==> config.mk <==
export PLATFORM = sky130hd
export DESIGN_NAME = div_sequencer_flat
export DESIGN_NICKNAME = d
export VERILOG_FILES = /design/src/rtl/div_sequencer_pkg.sv /design/src/rtl/div_sequencer_if.sv /design/src/rtl/div_sequencer_radix2_step.sv /design/src/rtl/div_sequencer.sv /design/src/flat_wrapper.sv
export SDC_FILE = /design/constraint.sdc
export NUM_CORES = 1
export LEC_CHECK = 0
export CORE_MARGIN = 3
export CORE_UTILIZATION = 42
export DETAILED_ROUTE_END_ITERATION = 10
export GPL_TIMING_DRIVEN = 0
export PLACE_DENSITY_LB_ADDON = 0.15
export SYNTH_ARGS = -nofsm -noshare
export SYNTH_HDL_FRONTEND = slang
export SYNTH_SLANG_ARGS = --single-unit
==> constraint.sdc <==
create_clock -name clk -period 10.08 [get_ports clk]
set_clock_uncertainty 0.15 [all_clocks]
set_input_delay 1.512 -clock clk [delete_from_list [all_inputs] [get_ports clk]]
set_output_delay 1.512 -clock clk [all_outputs]
set_load 0.005 [all_outputs]
==> src/rtl/div_sequencer_pkg.sv <==
`default_nettype none
// ============================================================================
// div_sequencer_pkg : shared state encoding and iteration count for the divider
// Revision: 1.0
// ============================================================================
package div_sequencer_pkg;

  typedef enum logic [1:0] {
    DIV_IDLE = 2'd0,
    DIV_BUSY = 2'd1,
    DIV_DONE = 2'd2
  } div_state_t;

  localparam int DIV_CYCLES = 32;

endpackage
`default_nettype wire

==> src/rtl/div_sequencer_if.sv <==
`default_nettype none
// ============================================================================
// div_sequencer_if : E-stage divide request/result bundle (pipeline <-> divider)
// Revision: 1.0
// ============================================================================
interface div_sequencer_if #(
  parameter int DATA_W = 32
);

  logic              start;
  logic              is_signed;
  logic [DATA_W-1:0] dividend;
  logic [DATA_W-1:0] divisor;
  logic              cancel;
  logic              hold;
  logic              stall_req_div;
  logic              result_valid;
  logic [DATA_W-1:0] quotient;
  logic [DATA_W-1:0] remainder;

  modport master (
    output start, is_signed, dividend, divisor, cancel, hold,
    input  stall_req_div, result_valid, quotient, remainder
  );

  modport slave (
    input  start, is_signed, dividend, divisor, cancel, hold,
    output stall_req_div, result_valid, quotient, remainder
  );

endinterface
`default_nettype wire

==> src/rtl/div_sequencer_radix2_step.sv <==
`default_nettype none
// ============================================================================
// div_radix2_step : one combinational restoring-division iteration
// Revision: 1.0
// ============================================================================
module div_radix2_step #(
  parameter int DATA_W = 32
) (
  input  logic [DATA_W-1:0] rem_i,
  input  logic [DATA_W-1:0] quo_i,
  input  logic [DATA_W-1:0] dvs_i,
  output logic [DATA_W-1:0] rem_o,
  output logic [DATA_W-1:0] quo_o
);

  logic [DATA_W:0] rem_sh;
  logic            borrow;

  always_comb begin
    // Shifted remainder needs one extra bit; the restored result always fits DATA_W.
    rem_sh = {rem_i, quo_i[DATA_W-1]};
    borrow = (rem_sh < {1'b0, dvs_i});
    quo_o  = {quo_i[DATA_W-2:0], ~borrow};
    rem_o  = borrow ? rem_sh[DATA_W-1:0] : (rem_sh[DATA_W-1:0] - dvs_i);
  end

endmodule
`default_nettype wire

==> src/rtl/div_sequencer.sv <==
`default_nettype none
// ============================================================================
// div_sequencer : multi-cycle radix-2 restoring DIV/DIVU with E-stage stall FSM
// Option macro  : DIV_ZERO_FAST_EN (divide-by-zero finishes in one cycle)
// Revision: 1.0
// ============================================================================
module div_sequencer
  import div_sequencer_pkg::*;
#(
  parameter int DATA_W = DIV_CYCLES
) (
  input  logic            clk,
  input  logic            rst,
  div_sequencer_if.slave  bus
);

  localparam int               CNT_W     = $clog2(DATA_W) + 1;
  localparam logic [CNT_W-1:0] LAST_STEP = CNT_W'(DATA_W - 1);

  div_state_t        state_q, state_d;
  logic [CNT_W-1:0]  cnt_q, cnt_d;
  logic [DATA_W-1:0] rem_q, rem_d;
  logic [DATA_W-1:0] quo_q, quo_d;
  logic [DATA_W-1:0] dvs_q, dvs_d;
  logic              q_neg_q, q_neg_d;
  logic              r_neg_q, r_neg_d;
  logic              dz_q, dz_d;

  logic              a_sign, b_sign, b_zero, fast_zero;
  logic [DATA_W-1:0] a_mag, b_mag;
  logic [DATA_W-1:0] step_rem, step_quo;

  assign a_sign = bus.is_signed & bus.dividend[DATA_W-1];
  assign b_sign = bus.is_signed & bus.divisor[DATA_W-1];
  assign a_mag  = a_sign ? -bus.dividend : bus.dividend;
  assign b_mag  = b_sign ? -bus.divisor  : bus.divisor;
  assign b_zero = (bus.divisor == '0);

`ifdef DIV_ZERO_FAST_EN
  assign fast_zero = b_zero;
`else
  assign fast_zero = 1'b0;
`endif

  div_radix2_step #(.DATA_W(DATA_W)) u_step (
    .rem_i (rem_q),
    .quo_i (quo_q),
    .dvs_i (dvs_q),
    .rem_o (step_rem),
    .quo_o (step_quo)
  );

  always_ff @(posedge clk) begin
    if (rst) begin
      state_q <= DIV_IDLE;
      cnt_q   <= '0;
      rem_q   <= '0;
      quo_q   <= '0;
      dvs_q   <= '0;
      q_neg_q <= 1'b0;
      r_neg_q <= 1'b0;
      dz_q    <= 1'b0;
    end else begin
      state_q <= state_d;
      cnt_q   <= cnt_d;
      rem_q   <= rem_d;
      quo_q   <= quo_d;
      dvs_q   <= dvs_d;
      q_neg_q <= q_neg_d;
      r_neg_q <= r_neg_d;
      dz_q    <= dz_d;
    end
  end

  always_comb begin
    state_d = state_q;
    unique case (state_q)
      DIV_IDLE: if (bus.start) state_d = fast_zero ? DIV_DONE : DIV_BUSY;
      DIV_BUSY: if (cnt_q == LAST_STEP) state_d = DIV_DONE;
      DIV_DONE: if (!bus.hold) state_d = DIV_IDLE;
      default:  state_d = DIV_IDLE;
    endcase
    if (bus.cancel) state_d = DIV_IDLE;
  end

  always_comb begin
    cnt_d   = cnt_q;
    rem_d   = rem_q;
    quo_d   = quo_q;
    dvs_d   = dvs_q;
    q_neg_d = q_neg_q;
    r_neg_d = r_neg_q;
    dz_d    = dz_q;
    unique case (state_q)
      DIV_IDLE: begin
        if (bus.start) begin
          dvs_d   = b_mag;
          q_neg_d = a_sign ^ b_sign;
          r_neg_d = a_sign;
          dz_d    = b_zero;
          cnt_d   = '0;
          if (fast_zero) begin
            quo_d = '1;
            rem_d = bus.dividend;
          end else begin
            quo_d = a_mag;
            rem_d = '0;
          end
        end
      end
      DIV_BUSY: begin
        cnt_d = cnt_q + CNT_W'(1);
        if (cnt_q == LAST_STEP) begin
          // Div-by-zero keeps all-ones; remainder fixup restores the raw dividend.
          quo_d = dz_q ? '1 : (q_neg_q ? -step_quo : step_quo);
          rem_d = r_neg_q ? -step_rem : step_rem;
        end else begin
          quo_d = step_quo;
          rem_d = step_rem;
        end
      end
      default: ;
    endcase
    if (bus.cancel) begin
      cnt_d = '0;
      rem_d = '0;
      quo_d = '0;
    end
  end

  always_comb begin
    bus.stall_req_div = ((bus.start && (state_q == DIV_IDLE)) || (state_q == DIV_BUSY))
                        && !bus.cancel;
    bus.result_valid  = (state_q == DIV_DONE) && !bus.cancel;
    bus.quotient      = quo_q;
    bus.remainder     = rem_q;
  end

endmodule
`default_nettype wire

==> src/flat_wrapper.sv <==
// flat-port wrapper written by rule: the top's interface ports become plain ports
module div_sequencer_flat import div_sequencer_pkg::*;
#(
  parameter int DATA_W = DIV_CYCLES
)
  (clk, rst, bus_start, bus_is_signed, bus_dividend, bus_divisor, bus_cancel, bus_hold, bus_stall_req_div, bus_result_valid, bus_quotient, bus_remainder);
  div_sequencer_if #(.DATA_W(DATA_W)) bus_i ();
  input  logic clk;
  input  logic rst;
  input wire logic [$bits(bus_i.start)-1:0] bus_start;
  input wire logic [$bits(bus_i.is_signed)-1:0] bus_is_signed;
  input wire logic [$bits(bus_i.dividend)-1:0] bus_dividend;
  input wire logic [$bits(bus_i.divisor)-1:0] bus_divisor;
  input wire logic [$bits(bus_i.cancel)-1:0] bus_cancel;
  input wire logic [$bits(bus_i.hold)-1:0] bus_hold;
  output wire logic [$bits(bus_i.stall_req_div)-1:0] bus_stall_req_div;
  output wire logic [$bits(bus_i.result_valid)-1:0] bus_result_valid;
  output wire logic [$bits(bus_i.quotient)-1:0] bus_quotient;
  output wire logic [$bits(bus_i.remainder)-1:0] bus_remainder;
  assign bus_i.start = bus_start;
  assign bus_i.is_signed = bus_is_signed;
  assign bus_i.dividend = bus_dividend;
  assign bus_i.divisor = bus_divisor;
  assign bus_i.cancel = bus_cancel;
  assign bus_i.hold = bus_hold;
  assign bus_stall_req_div = bus_i.stall_req_div;
  assign bus_result_valid = bus_i.result_valid;
  assign bus_quotient = bus_i.quotient;
  assign bus_remainder = bus_i.remainder;
  div_sequencer #(.DATA_W(DATA_W)) u_core (.clk(clk), .rst(rst), .bus(bus_i));
endmodule
==> summary.md, run 1 <==
| Metric | Value |
|---|---|
| Leak pwr | `3.927 nW` |
| Async set-reset flop share out of synthesis | `0%` |
| Initial antenna violation count | `0` |
| Cell count after synthesis | `about 1.2k` |
| Tightest Hold Check Type | `reg -> reg` |
| Initial DRC Count | `853` |
| Vias in the first global route | `between 9k and 10k` |
| Max-Cap Viols | `0` |
| Highest clock rate | `between 100 and 150 MHz` |
| Syn Area/Cell | `around 7.4 sq um` |
| RSZ-0062 raised after global routing | `no` |
| RD Place Congestion | `0.9647` |
| Vias post-DR | `approximately 9.8k` |
| GRT Total Usage | `a little over a quarter` |
| Clock Pin Slew Worst Setup and Hold Paths | `~0.08 ns` |
| Period minus WS final | `6.880 ns` |
| Syn_nets | `1333` |
| Seq/Total Area, Yosys | `about a quarter` |
| # setup viols final | `0` |
| CTS Root Cell | `clkbuf_16` |
| Max-slew violations | `0` |
| Layout cells sized above 1 | `around 3.1%` |
| GRT overflow | `0` |
| Worst vdd ir | `about 0.00008 V` |
| Buffers added on ports | `around 130` |
| Critical Path RT | `10.20 ns` |
| DP Wirelength | `around 25000 um` |
| WS Path Type | `reg -> reg` |
| Clock latency on the worst-skew pair | `0.36 ns` |
| CP endpoint kind | `register` |
| IO Pins | `between 100 and 150` |
| H-Tree Depth | `3` |
| Aggregate routed wire length | `~32000 um` |
| Initial Utilization | `a little over two fifths` |
| Hold Vio Cnt, Final | `0` |
| Post-synth EDFFs | `0` |
| First drt pass iteration count | `6` |
| Synth Flop Type | `dfxtp_1` |
| Seq cells post-synth | `between 100 and 150` |
| Area grow syn2layout | `22.33%` |
| CTS Buffer Depth | `2` |
| Inst Count DP | `1634` |
| Hold Buf Count CTS | `0` |
| CTS tree | `yes` |
| Vert. Die Dim | `152.7 um` |
| Worst Tran Pin Value | `1.225 ns` |
| Critical-path maximum fanout | `10` |
| CTS buffer count | `9` |
| CTS Sinks | `between 100 and 150` |
| Count of cell types in the netlist | `80` |
| # rows | `53` |
| Placed cell areas | `0.01073 sq mm` |
| Antenna-violating nets left | `0` |
| Final nets | `1478` |
| Ant. Diodes | `0` |
| Post-CTS Resized | `0` |
| Die ar. | `0.02333 sq mm` |
| First-pass GRT wire length | `roughly 50000 um` |
| Post-synth design cell area | `about 0.0090 sq mm` |
| Rel. slew slack | `approximately 16%` |
| Startpoint types | `register` |
| Non-Filler Instances | `1650` |
| Setup TNS | `0 ns` |
| Post-CTS Setup Bufs | `0` |
| Critical path arrival | `around 7 ns` |
| FF-to-FF setup slack | `between 3 and 4 ns` |
| Vias per cell | `roughly 6` |
| Post-DR wirelength/cell | `~19 um` |
| Syn. warnings | `0` |
| Status | `finished clean` |
| Fin crit share | `approximately two thirds` |
| Cell area after layout | `about 0.011 sq mm` |
| Pwr Density | `between 100 and 150 mW/mm^2` |
| Core region area | `about 0.021 sq mm` |
| Drc violations | `0` |
| Die Wd | `around 150 um` |
| Largest net degree at the start of global routing | `19` |
==> cell families (layout without fill, tap and decap cells) <==
logic type / count (synthesis) / count (layout) / synth area share (%)
simple gates: 420 / 420 / 22.47
compound gates: 392 / 392 / 28.53
mux: 20 / 20 / 2.255
flops: 107 / 107 / 23.69
buf+inv: 116 / 266 / 4.926
xor+xnor: 132 / 132 / 12.79
fa+ha+maj: 38 / 38 / 5.341
==> cell usage in the layout, fill, tap and decap left out, types with 16 or more instances in the layout <==
master             n
clkdlybuf4s50_1  134
nor2_1           125
nand2_1          112
a21oi_1          111
dfxtp_1          107
o21ai_0           86
xnor2_1           82
clkbuf_1          54
xor2_1            50
inv_1             49
ha_1              37
nor3_1            36
or3_1             32
a211oi_1          32
nand3_1           21
nor4_1            19
o221ai_1          18
mux2i_1           17
o31ai_1           16
==> per-stage QoR <==
stage	worst slack [ns]	hold slack, ns	power [mW]	utilization, %
2_1_floorplan	5.211	0.2819	0.6489	-
3_3_place_gp	3.354	0.2885	0.7620	50.87
3_5_place_dp	3.339	0.3106	0.7644	50.87
4_1_cts	3.298	0.3203	1.168	52.46
5_1_grt	2.871	0.3420	1.219	52.46
6_report	3.200	0.3164	1.168	52.46
==> metal layers <==
metal,part of all wire (%),track usage (%)
met5,0,0
met4,1.7,6.025
met3,6.5,3.153
met2,45,41.45
met1,47,38.71
==> worst max-delay path, stage by stage, from the launching register on <==
cell and delay [ns]:
dfxtp_1 0.50, ha_1 0.28, buf_2 0.17, a21oi_1 0.26, o21ai_1 0.19, a21o_1 0.27
o31ai_4 0.34, nand2_4 0.20, inv_4 0.18, clkbuf_1 0.48, clkbuf_1 0.58, buf_1 0.56
ha_1 0.34, nand2_1 0.13, nor4_1 0.70, and2_1 0.32, nand2_1 0.10, o41ai_1 0.40
o21ai_0 0.19, xnor2_1 0.17, a221oi_1 0.25
==> cell type report <==
cell class              instances  area, sq um
fillers                      2161        10030
multi-input cells            1002         6455
flip-flops and latches        107         2142
repair buffers                134         1341
well taps                     275        344.1
plain buffers                  66        255.2
clock buffers                  10        239.0
inverters                      50        190.2
clock inverters                 6        95.09
==> Yosys cell counts (all sizes together), types with 4 or more instances <==
cell type	n	area share, %
a2111oi	4	0.60
a211oi	33	2.8
a21o	11	0.91
a21oi	111	6.1
a221o	4	0.44
a221oi	5	0.48
a22oi	15	1.2
a311oi	8	0.77
a31oi	13	0.90
and2	9	0.62
and3	10	0.69
buf	12	0.58
clkbuf	54	2.2
dfxtp	107	24
ha	37	5.1
inv	50	2.1
mux2i	17	1.9
nand2	114	4.8
nand2b	9	0.62
nand3	21	1.2
nand3b	5	0.42
nand4	10	0.69
nor2	125	5.2
nor2b	5	0.35
nor3	36	2.0
nor4	19	1.3
o211ai	7	0.58
o21a	7	0.58
o21ai	93	5.2
o221ai	18	1.7
o22ai	5	0.35
o31ai	18	1.7
o41ai	8	0.86
or3	32	2.2
or4	7	0.58
xnor2	82	7.9
xor2	50	4.8
==> report_power, final <==
part / internal [mW] / switching [mW]
combinational: 0.121 / 0.181
clock: 0.228 / 0.180
sequential: 0.441 / 0.0177
total: 0.790 / 0.378
==> sequential cells by signal, indices dropped and copies added, names as in the netlist <==
register and cells:
u_core.r_neg_q 1, u_core.dvs_q 32, u_core.q_neg_q 1, u_core.bus.quotient 32
u_core.bus.remainder 32, u_core.dz_q 1, u_core.state_q 2, u_core.cnt_q 6
==> final timing paths <==
check | from | end | cells after the start
setup reg to reg | u_core.bus.remainder[7]$_SDFFE_PP0P_ | u_core.bus.quotient[30]$_SDFFE_PP0P_ | 20
setup / recovery | u_core.bus.remainder[7]$_SDFFE_PP0P_ | u_core.bus.quotient[30]$_SDFFE_PP0P_ | 20
hold reg to reg | u_core.dvs_q[0]$_SDFFE_PP0P_ | u_core.dvs_q[0]$_SDFFE_PP0P_ | 2
hold / removal | u_core.dvs_q[0]$_SDFFE_PP0P_ | u_core.dvs_q[0]$_SDFFE_PP0P_ | 2
Note: power is estimated with default switching activity, not from simulation.
==> run 2: changes to the inputs <==
==> constraint.sdc (replaced) <==
create_clock -name clk -period 6.69 [get_ports clk]
set_clock_uncertainty 0.15 [all_clocks]
set_input_delay 1.0035 -clock clk [delete_from_list [all_inputs] [get_ports clk]]
set_output_delay 1.0035 -clock clk [all_outputs]
set_load 0.005 [all_outputs]
==> run 2 against run 1 <==
Final cell count about the same. Register-to-register slack worse by 2.6 ns. Maximum frequency rose by 12%. Sequential share of layout area is essentially flat. Critical endpoint is now u_core.bus.remainder[26]$_SDFFE_PP0P_.
==> summary.md, run 2 (synthesis gave the netlist of run 1 again) <==
| Metric | Value |
|---|---|
| Status | `finished clean` |
| Pwr Total | `1.760 mW (+51%)` |
| Antenna-violating nets left | `0 (unchanged)` |
| Drc violations | `0 (unchanged)` |
| RD Place Congestion | `0.9647 (unchanged)` |
| Area grow syn2layout | `22.39% (about the same)` |
| Hold Vio Cnt, Final | `0 (unchanged)` |
| Cell area after layout | `0.01107 sq mm (about the same)` |
| Inst Count DP | `1634 (unchanged)` |
| FF-to-FF Start | `u_core.bus.remainder[17]$_SDFFE_PP0P_` |
| Initial DRC Count | `852 (-0.12%)` |
| Comb pwr share | `25.9% (about the same)` |
| Hold depth | `2 (unchanged)` |
| Seq pwr share | `39.3% (about the same)` |
| DP Wirelength | `25200 um (unchanged)` |
| Die ar. | `0.02333 sq mm (unchanged)` |
| Layout cells sized above 1 | `3.348% (+0.22 points)` |
| GRT overflow | `0 (unchanged)` |
| Switching share of power | `32.34% (-0.044 points)` |
| Vias per cell | `5.935 (+0.12%)` |
| CTS tree | `yes` |
| Tightest Hold Check Type | `reg -> reg` |
| # setup viols final | `0 (unchanged)` |
| Worst vdd ir | `0.0001178 V (+49%)` |
| Hold wc startpoint | `u_core.dvs_q[0]$_SDFFE_PP0P_` |
| Clock latency on the worst-skew pair | `0.36 ns (about the same)` |
| RSZ-0062 raised after global routing | `no` |
| Largest net degree at the start of global routing | `19 (unchanged)` |
| Startpoint types | `register` |
| CTS Buffer Depth | `2 (unchanged)` |
| Worst Tran Pin Value | `1.126 ns (-0.09940 ns)` |
| Cells on worst reg2reg path | `19 (-5.0%)` |
| Critical path arrival | `6.30 ns (-0.70 ns)` |
| Aggregate routed wire length | `31660 um (-0.24%)` |
| Vias post-DR | `9787 (+0.061%)` |
| WS Path Type | `reg -> reg` |
| Final hold slack | `0.3165 ns (+0.00004000 ns)` |
| Power Internal | `1.190 mW (+51%)` |
| Non-Filler Instances | `1649 (-0.061%)` |
| Critical R2R Capture | `u_core.bus.remainder[26]$_SDFFE_PP0P_` |
| IO Pins | `136 (unchanged)` |
| Pwr Density | `159.0 mW/mm^2 (+51%)` |
| Ant. Diodes | `0 (unchanged)` |
| Commonest non-fill, non-tap cell in the layout | `clkdlybuf4s50_1` |
| CTS Root Cell | `clkbuf_16` |
| M1 GR Usage | `38.73% (about the same)` |
| WHS Endpoint | `u_core.dvs_q[0]$_SDFFE_PP0P_` |
| # rows | `53 (unchanged)` |
| CP endpoint kind | `register` |
| Psw | `0.5691 mW (+50%)` |
| H-Tree Depth | `3 (unchanged)` |
| CTS buffer count | `9 (unchanged)` |
| Vert. Die Dim | `152.7 um (unchanged)` |
| M3 GR Usage | `3.153% (unchanged)` |
| Core region area | `0.02109 sq mm (unchanged)` |
| Post-DR wirelength/cell | `19.20 um (-0.18%)` |
| Clock power share | `34.8% (about the same)` |
| Leak pwr | `3.933 nW (+0.15%)` |
| Max-Cap Viols | `0 (unchanged)` |
| Max-slew violations | `0 (unchanged)` |
| Initial antenna violation count | `0 (unchanged)` |
| FF-to-FF setup slack | `0.55 ns (-2.65 ns)` |
| Clock Pin Slew Worst Setup and Hold Paths | `0.08 ns (about the same)` |
| Setup TNS | `0 ns (unchanged)` |
| GRT Total Usage | `26.38% (about the same)` |
| First-pass GRT wire length | `50340 um (about the same)` |
| Final nets | `1477 (-0.068%)` |
| Rel. slew slack | `23.00% (+6.8 points)` |
| Fin crit share | `91.77% (+24 points)` |
| Buffers added on ports | `134 (unchanged)` |
| Die Wd | `152.7 um (unchanged)` |
| Critical Path RT | `6.85 ns (-3.35 ns)` |
| First drt pass iteration count | `7 (+1)` |
| CTS Sinks | `107 (unchanged)` |
| Number of fillers in the final layout | `2156 (-0.23%)` |
| Grt peak-use layer | `met2` |
| Placed cell areas | `0.01073 sq mm (unchanged)` |
| Highest clock rate | `162.9 MHz (+12%)` |
| Most frequent cells in the layout | `clkdlybuf4s50_1, nor2_1, nand2_1, a21oi_1, dfxtp_1` |
| Initial Utilization | `42.88% (unchanged)` |
| Critical-path maximum fanout | `10 (unchanged)` |
| Period minus WS final | `6.139 ns (-0.7401 ns)` |
| Met2 Use GR | `41.50% (+0.042 points)` |
| Vias in the first global route | `9115 (+0.011%)` |
-- run 2: changes by cell type in the layout (fill, tap and decap cells not counted) --
cell and change:
buf_1 -2, clkbuf_2 +2, nor4_1 -1, nor4_2 +1
clkbuf_1 -1
-- run 2: worst max-delay path by stage --
stage / from / endpoint / cells past startpoint
floorplan: u_core.bus.remainder[0]$_SDFFE_PP0P_ / u_core.bus.quotient[30]$_SDFFE_PP0P_ / 19
global placement: u_core.bus.remainder[7]$_SDFFE_PP0P_ / u_core.bus.quotient[30]$_SDFFE_PP0P_ / 20
detailed placement: u_core.bus.remainder[0]$_SDFFE_PP0P_ / u_core.bus.quotient[30]$_SDFFE_PP0P_ / 19
CTS: u_core.bus.remainder[7]$_SDFFE_PP0P_ / u_core.bus.quotient[30]$_SDFFE_PP0P_ / 20
global route: u_core.bus.remainder[17]$_SDFFE_PP0P_ / u_core.bus.remainder[26]$_SDFFE_PP0P_ / 19
finish: u_core.bus.remainder[17]$_SDFFE_PP0P_ / u_core.bus.remainder[26]$_SDFFE_PP0P_ / 19
-- run 2: stage by stage --
| stage | worst slack (ns) | util, % |
|---|---|---|
| 3_5_place_dp | -0.05121 | 50.87 |
| 5_1_grt | 0.2661 | 52.48 |
| 2_1_floorplan | 1.821 | - |
| 4_1_cts | 0.1245 | 52.49 |
| 6_report | 0.5506 | 52.48 |
| 3_3_place_gp | -0.03564 | 50.87 |
-- run 2: layer usage --
| layer | up-vias | wire length [um] | part of all wire [%] |
|---|---|---|---|
| met1 | 4588 | 15030 | 47 |
| met5 | - | 0 | 0 |
| met4 | 0 | 509 | 1.6 |
| li1 | 4791 | - | - |
| met3 | 38 | 1943 | 6.1 |
| met2 | 370 | 14180 | 45 |
-- run 2: critical path: stages (launching register included) --
cell	delay [ns]
dfxtp_1	0.39
ha_1	0.30
clkbuf_1	0.32
a21oi_1	0.12
o21ai_0	0.37
a21oi_1	0.18
o211a_2	0.32
nand2_4	0.17
clkbuf_1	0.54
clkbuf_1	0.49
clkbuf_2	0.45
nand2_1	0.09
o21ai_0	0.13
ha_1	0.35
nand2_1	0.08
o22ai_1	0.45
and4b_2	0.45
nand2_2	0.10
or4_1	0.52
nand3_1	0.09
-- run 2: area by class of cell --
cell class,instances,area (sq um),area share [%]
Inverter,50,190.2,1.718
Buffer,65,254.0,2.295
Sequential cell,107,2142,19.36
Clock buffer,10,239.0,2.159
Tap cell,275,344.1,3.109
Timing Repair Buffer,134,1341,12.12
Clock inverter,6,95.09,0.8592
Multi-Input combinational cell,1002,6461,58.38
-- run 2: power by group through the flow --
stage	clock, mW	combinational (mW)	sequential, mW
after global placement	0	0.444	0.704
final	0.613	0.456	0.691
after floorplan	0	0.279	0.699
after CTS	0.621	0.449	0.691
after global routing	0.643	0.499	0.695
after detailed placement	0	0.446	0.706
-- run 2: timing repair --
item                                    4_1_cts  5_1_grt
endpoints found under the setup margin        1        3
hold buffers                                  0        0
gates resized for setup                       1        3
setup buffers                                 0        0
==> RTL change 1, RTL diff (config.mk and constraints of run 2) <==
Add a define of `DIV_ZERO_FAST_EN`.
--- a/src/rtl/div_sequencer.sv
+++ b/src/rtl/div_sequencer.sv
@@ -6,2 +6,4 @@
 // ============================================================================
+`define DIV_ZERO_FAST_EN
+
 module div_sequencer
Behaviour: not the same (a bounded check fails within 4 cycles, from zero or initial values and one cycle with rst high).
==> RTL change 1 against run 2 <==
Non-clock buffer count up 15; sequential cell count unchanged; critical path depth up 2; routed wire length up 13%; worst hold slack worse by 0.0061 ns; worst setup slack worse by 0.15 ns; critical path type unchanged; final area up 5.2%; power up 26%; clock power up 3%; synthesized area up 6.3%; die area up 6.1%.
==> RTL change 1: results (changes against run 2) <==
The flow ran to the end, and the final reports show no timing, DRC or antenna violations. The run gives 0.142 mV (+20%) as the maximum ir drop on the vdd rail. The tools report the number of buffers added for setup after CTS as 0 (unchanged). For the pin count of the biggest net entering global routing, the log shows 19 (unchanged). Number of buffers created by CTS: 9 (unchanged). The tools report the post-place setup slack as 0.395 ns (+0.446 ns). For the Yosys warning count, the log shows 0 (unchanged). The tools report the buffer depth of the longest clock path as 2 (unchanged).

The min-delay analysis places its worst path in the category reg -> reg. Grouping stages by cell kind, the critical path spends the most delay in simple AND/OR/NAND/NOR gates. The clock root buffer was sky130_fd_sc_hd__clkbuf_16.

The number of different library cells in the post-synthesis netlist came out at 87 (+8.8%). For this run, the leading register cell type out of synthesis is sky130_fd_sc_hd__dfxtp_1. The logs give 28.7% (+2.3 points) for the global-route total usage across every layer and 1744 (+5.8%) for the final instance count without filler cells.

The tools report the total of cells resized after clock tree synthesis as 0 (-1). The largest fanout of any net on the critical path works out to 10 (unchanged). Measured slew at the worst slew-check pin: 1.13 ns (+0.00356 ns).

The estimated wirelength of the detail-placed design came out at 28200 um (+12%). The sequential-to-total area share from yosys stat is 22.3% (-1.4 points). The detailed-routing iteration count for the pre-antenna-repair pass was 6 (-1); the number of diodes was 0 (unchanged).

The final weighted congestion in routability-driven placement came out at 0.949 (-1.6%). The H-tree depth reported by CTS was 3 (unchanged); the share of final-layout standard cells stronger than drive strength 1 was 4.37% (+1.0 points). Sorting the synthesized cells by area gives the leading types as sky130_fd_sc_hd__dfxtp_1 (22%), sky130_fd_sc_hd__xor2_1 (7.0%), sky130_fd_sc_hd__o21ai_0 (6.5%). The worst-skew pair later-pin latency was 0.37 ns; the via count normalized by instance count was 6.15 (+3.7%). The fraction of registers with async set or reset after synthesis came out at 0% (unchanged).

The critical path's slowest cell was sky130_fd_sc_hd__clkbuf_1. The wire length of the first global-routing pass was 56200 um (+12%). Number of nets in the layout: 1567 (+6.1%). The final-layout fill cell count is 2231 (+3.5%). The commonest cells after synthesis are sky130_fd_sc_hd__nand2_1 (131), sky130_fd_sc_hd__nor2_1 (128), sky130_fd_sc_hd__o21ai_0 (124).

The synthesized netlist net count is 1422 (+6.7%). The run gives 35800 um (+13%) as the total length of routed wires. The logs give 4.24 nW (+7.8%) for the leakage power of the design and 1035 (+21%) for the violation count after the first detailed-route iteration. The number of global-route vias before repair was 10100 (+11%).

The mean post-synth cell area is 7.32 sq um (-0.88%), and the number of buffer cells added on primary ports is 134 (unchanged). The largest incremental delay on the critical path was 0.47 ns (-0.07 ns); the data arrival time at the worst-slack endpoint was 6.39 ns (+0.09 ns). The clock-pin slew on the worst setup and hold paths was 0.08 ns (about the same).

The tools report the initial antenna violation count as 0 (unchanged).
[RTL change 1: per-layer routing]
metal | up-vias | wire, um | global-route usage [%]
met4 | 0 | 898 | 8.02
met2 | 488 | 15200 | 43.1
li1 | 5108 | - | -
met3 | 59 | 3270 | 6.71
met5 | - | 0 | 0
met1 | 5079 | 16400 | 41.0
[RTL change 1: report_power, final]
group | switching [mW] | total (mW) | internal [mW] | leakage, nW
Clock | 0.288 | 0.632 | 0.344 | 0.160
Combinational | 0.533 | 0.873 | 0.340 | 3.21
Sequential | 0.0368 | 0.705 | 0.669 | 0.875
[RTL change 1: worst register-to-register path: cells and delay by family (launching register included)]
kind	cells	cell delay (ns)
simple gates	8	1.92
buf+inv	4	1.34
compound gates	5	1.12
fa+ha+maj	2	0.62
flops	1	0.43
mux	1	0.34
xor+xnor	1	0.23
[RTL change 1: area by class of cell]
type,instances,area [sq um],area share [%]
Multi-Input combinational cell,1078,6970,59.9
Buffer,80,325,2.79
Timing Repair Buffer,134,1340,11.5
Sequential cell,107,2140,18.4
Tap cell,280,350,3.01
Clock buffer,10,239,2.05
Inverter,49,184,1.58
Clock inverter,6,93.8,0.806
[RTL change 1: through the flow]
| stage | instance area (sq um) | total power [mW] |
|---|---|---|
| final | 11600 | 2.21 |
| after global placement | 11300 | 1.56 |
| after floorplan | 9610 | 1.29 |
| after global routing | 11600 | 2.33 |
| after detailed placement | 11300 | 1.57 |
| after CTS | 11600 | 2.19 |
[RTL change 1: worst paths after layout]
| path | startpoint | end | slack, ns | depth (start not counted) |
|---|---|---|---|---|
| setup reg to reg | u_core.bus.remainder[10] | u_core.bus.remainder[28] | 0.40 | 21 |
| hold reg to reg | u_core.dz_q | u_core.dz_q | 0.31 | 2 |
| setup / recovery | u_core.bus.remainder[10] | u_core.bus.remainder[28] | 0.40 | 21 |
| hold / removal | u_core.dz_q | u_core.dz_q | 0.31 | 2 |
[RTL change 1: cell families (layout without fill, tap and decap cells)]
logic type | Yosys count | after routing | synth area share (%)
AND/OR/NAND/NOR | 429 | 429 | 21.6
multiplexers | 24 | 24 | 2.51
buffers and inverters | 129 | 279 | 5.28
adder cells (fa/ha/maj) | 38 | 38 | 5.02
flip-flops | 107 | 107 | 22.3
XOR/XNOR | 140 | 140 | 12.8
AO/OA/AOI/OAI | 447 | 447 | 30.6
==> RTL change 2, RTL diff (config.mk and constraints of run 2) <==
Made on the original files. Make the reset (`rst`) asynchronous in one clocked block.
--- a/src/rtl/div_sequencer.sv
+++ b/src/rtl/div_sequencer.sv
@@ -52,3 +52,3 @@
 
-  always_ff @(posedge clk) begin
+  always_ff @(posedge clk or posedge rst) begin
     if (rst) begin
Formal check against the unedited RTL: differs if rst is asserted again (counterexample within 4 cycles, from zero or initial values and one cycle with rst high); with rst held inactive, the same outputs for 4 cycles.
==> RTL change 2 against run 2 <==
Worst setup slack got worse by 0.29 ns; sequential cell count did not move; power rose by 8.7%; combinational power rose by 29%; sequential power rose by 8.5%; maximum frequency fell by 4.4%; routed wire length rose by 2.8%; final cell count barely moved; final area rose by 4.8%; critical path type unchanged; critical endpoint is now u_core.bus.remainder[28]; synthesized area rose by 5.8%; utilization barely moved.
==> RTL change 2: results (changes against run 2) <==
The flow ran to the end, and the final reports show no timing, DRC or antenna violations. Logic depth of the worst register-to-register path: 22 (+3). For the maximum ir drop on the vdd rail, the log shows 0.119 mV (+1.1%). Post-place setup slack: 0.247 ns (+0.299 ns). Final weighted congestion in routability-driven placement: 0.952 (-1.3%).

After synthesis, the cell types taking the most area are sky130_fd_sc_hd__dfrtp_1 (28%), sky130_fd_sc_hd__xor2_1 (7.0%), sky130_fd_sc_hd__xnor2_1 (6.6%). The worst register-to-register path begins at u_core.bus.remainder[17]. For the data arrival time at the worst-slack endpoint, the log shows 6.52 ns (+0.22 ns). In this run the critical register-to-register path is captured at u_core.bus.remainder[28]. Violation count after the first detailed-route iteration: 836 (-1.9%). The run gives 36.1% (-2.6 points) as the met1 track demand over resource. The placed cell area was 0.0113 sq mm (+5.2%).

The worst hold path begins at u_core.dvs_q[19]. The fraction of the cycle the final worst path needs works out to 96.0% (+4.3 points). The critical path's slowest cell was sky130_fd_sc_hd__or4_4. The run gives 26.2% (-0.15 points) as the global-route total usage across every layer. The met3 layer usage reported by global route was 3.93% (+0.78 points); the buffer depth of the longest clock path was 2 (unchanged).

For the detailed-routing wirelength on met1, the log shows 14600 um (-2.8%). The wire length of the first global-routing pass is 51000 um (+1.3%), and the routed wire length per instance is 19.8 um (+2.9%). The fraction of registers with async set or reset after synthesis works out to 100% (+100 points).

In the synthesized netlist, the cells that appear most often are sky130_fd_sc_hd__nand2_1 (161), sky130_fd_sc_hd__o21ai_0 (118), sky130_fd_sc_hd__dfrtp_1 (107). The synthesized netlist net count is 1325 (-0.60%). The measured slew at the worst slew-check pin came out at 1.05 ns (-0.0749 ns). The tools report the detailed-routing iteration count for the pre-antenna-repair pass as 5 (-2). The share of final-layout standard cells stronger than drive strength 1 is 3.73% (+0.38 points).

The logs give 1632 (-0.12%) for the number of placed instances with taps included and 1471 (-0.41%) for the number of nets in the layout. The leakage power of the design is 4.83 nW (+23%). The number of global-route vias before repair was 9508 (+4.3%); the sum of met2 wire segment lengths after detailed routing was 14600 um (+2.8%). The number of different library cells in the post-synthesis netlist was 83 (+3.8%); the via count normalized by instance count was 5.93 (about the same). The global-route met2 utilization came out at 41.6% (+0.061 points). The estimated wirelength of the detail-placed design came out at 25700 um (+1.8%).

The run gives 2115 (-1.9%) as the final-layout fill cell count. The met3 routed wirelength was 2360 um (+21%). The top cell family by delay on the critical path is compound AO/OA/AOI/OAI gates. The Yosys warning count is 0 (unchanged). The end point of the worst hold path is u_core.dvs_q[19].

The largest incremental delay on the critical path was 0.57 ns (+0.03 ns). The tools report the sequential-to-total area share from yosys stat as 28.0% (+4.3 points). For the internal power of the cells, the log shows 1.24 mW (+3.9%).

The post-route worst hold slack was 0.334 ns (+0.0174 ns). For the pin count of the biggest net entering global routing, the log shows 58 (+39). The number of instances in the synthesized netlist is 1217 (-0.65%), and the overall via count from detail_route is 9779 (-0.082%).

The internal reg-to-reg setup slack was 0.26 ns (-0.29 ns). Final standard cell utilization of the core: 52.5% (about the same).
[RTL change 2: cell families after synthesis]
group                      share of synthesized area, %
adders and majority gates                          5.05
xor gates and xnor gates                           13.5
AOI/OAI and AO/OA                                  26.5
DFF                                                28.0
buffers and inverters                              4.83
muxes                                              2.09
and+or+nand+nor                                    20.0
[RTL change 2: area by class of cell]
class	count	share of cell area, %
clock buffers	10	1.97
multi-input cells	993	55.5
inverters	57	1.87
well taps	280	3.02
clock inverters	6	0.647
repair buffers	135	11.8
plain buffers	60	2.14
flip-flops and latches	107	23.1
[RTL change 2: repair_timing]
item                       4_1_cts  5_1_grt
setup endpoints to repair        0        2
setup buffers                    0        0
resized for setup                0        1
[RTL change 2: power groups by stage]
stage / clock, mW / sequential, mW / combinational (mW)
floorplan: 0 / 0.748 / 0.370
global placement: 0 / 0.760 / 0.572
detailed placement: 0 / 0.762 / 0.577
CTS: 0.585 / 0.749 / 0.581
global route: 0.610 / 0.759 / 0.652
finish: 0.576 / 0.750 / 0.586
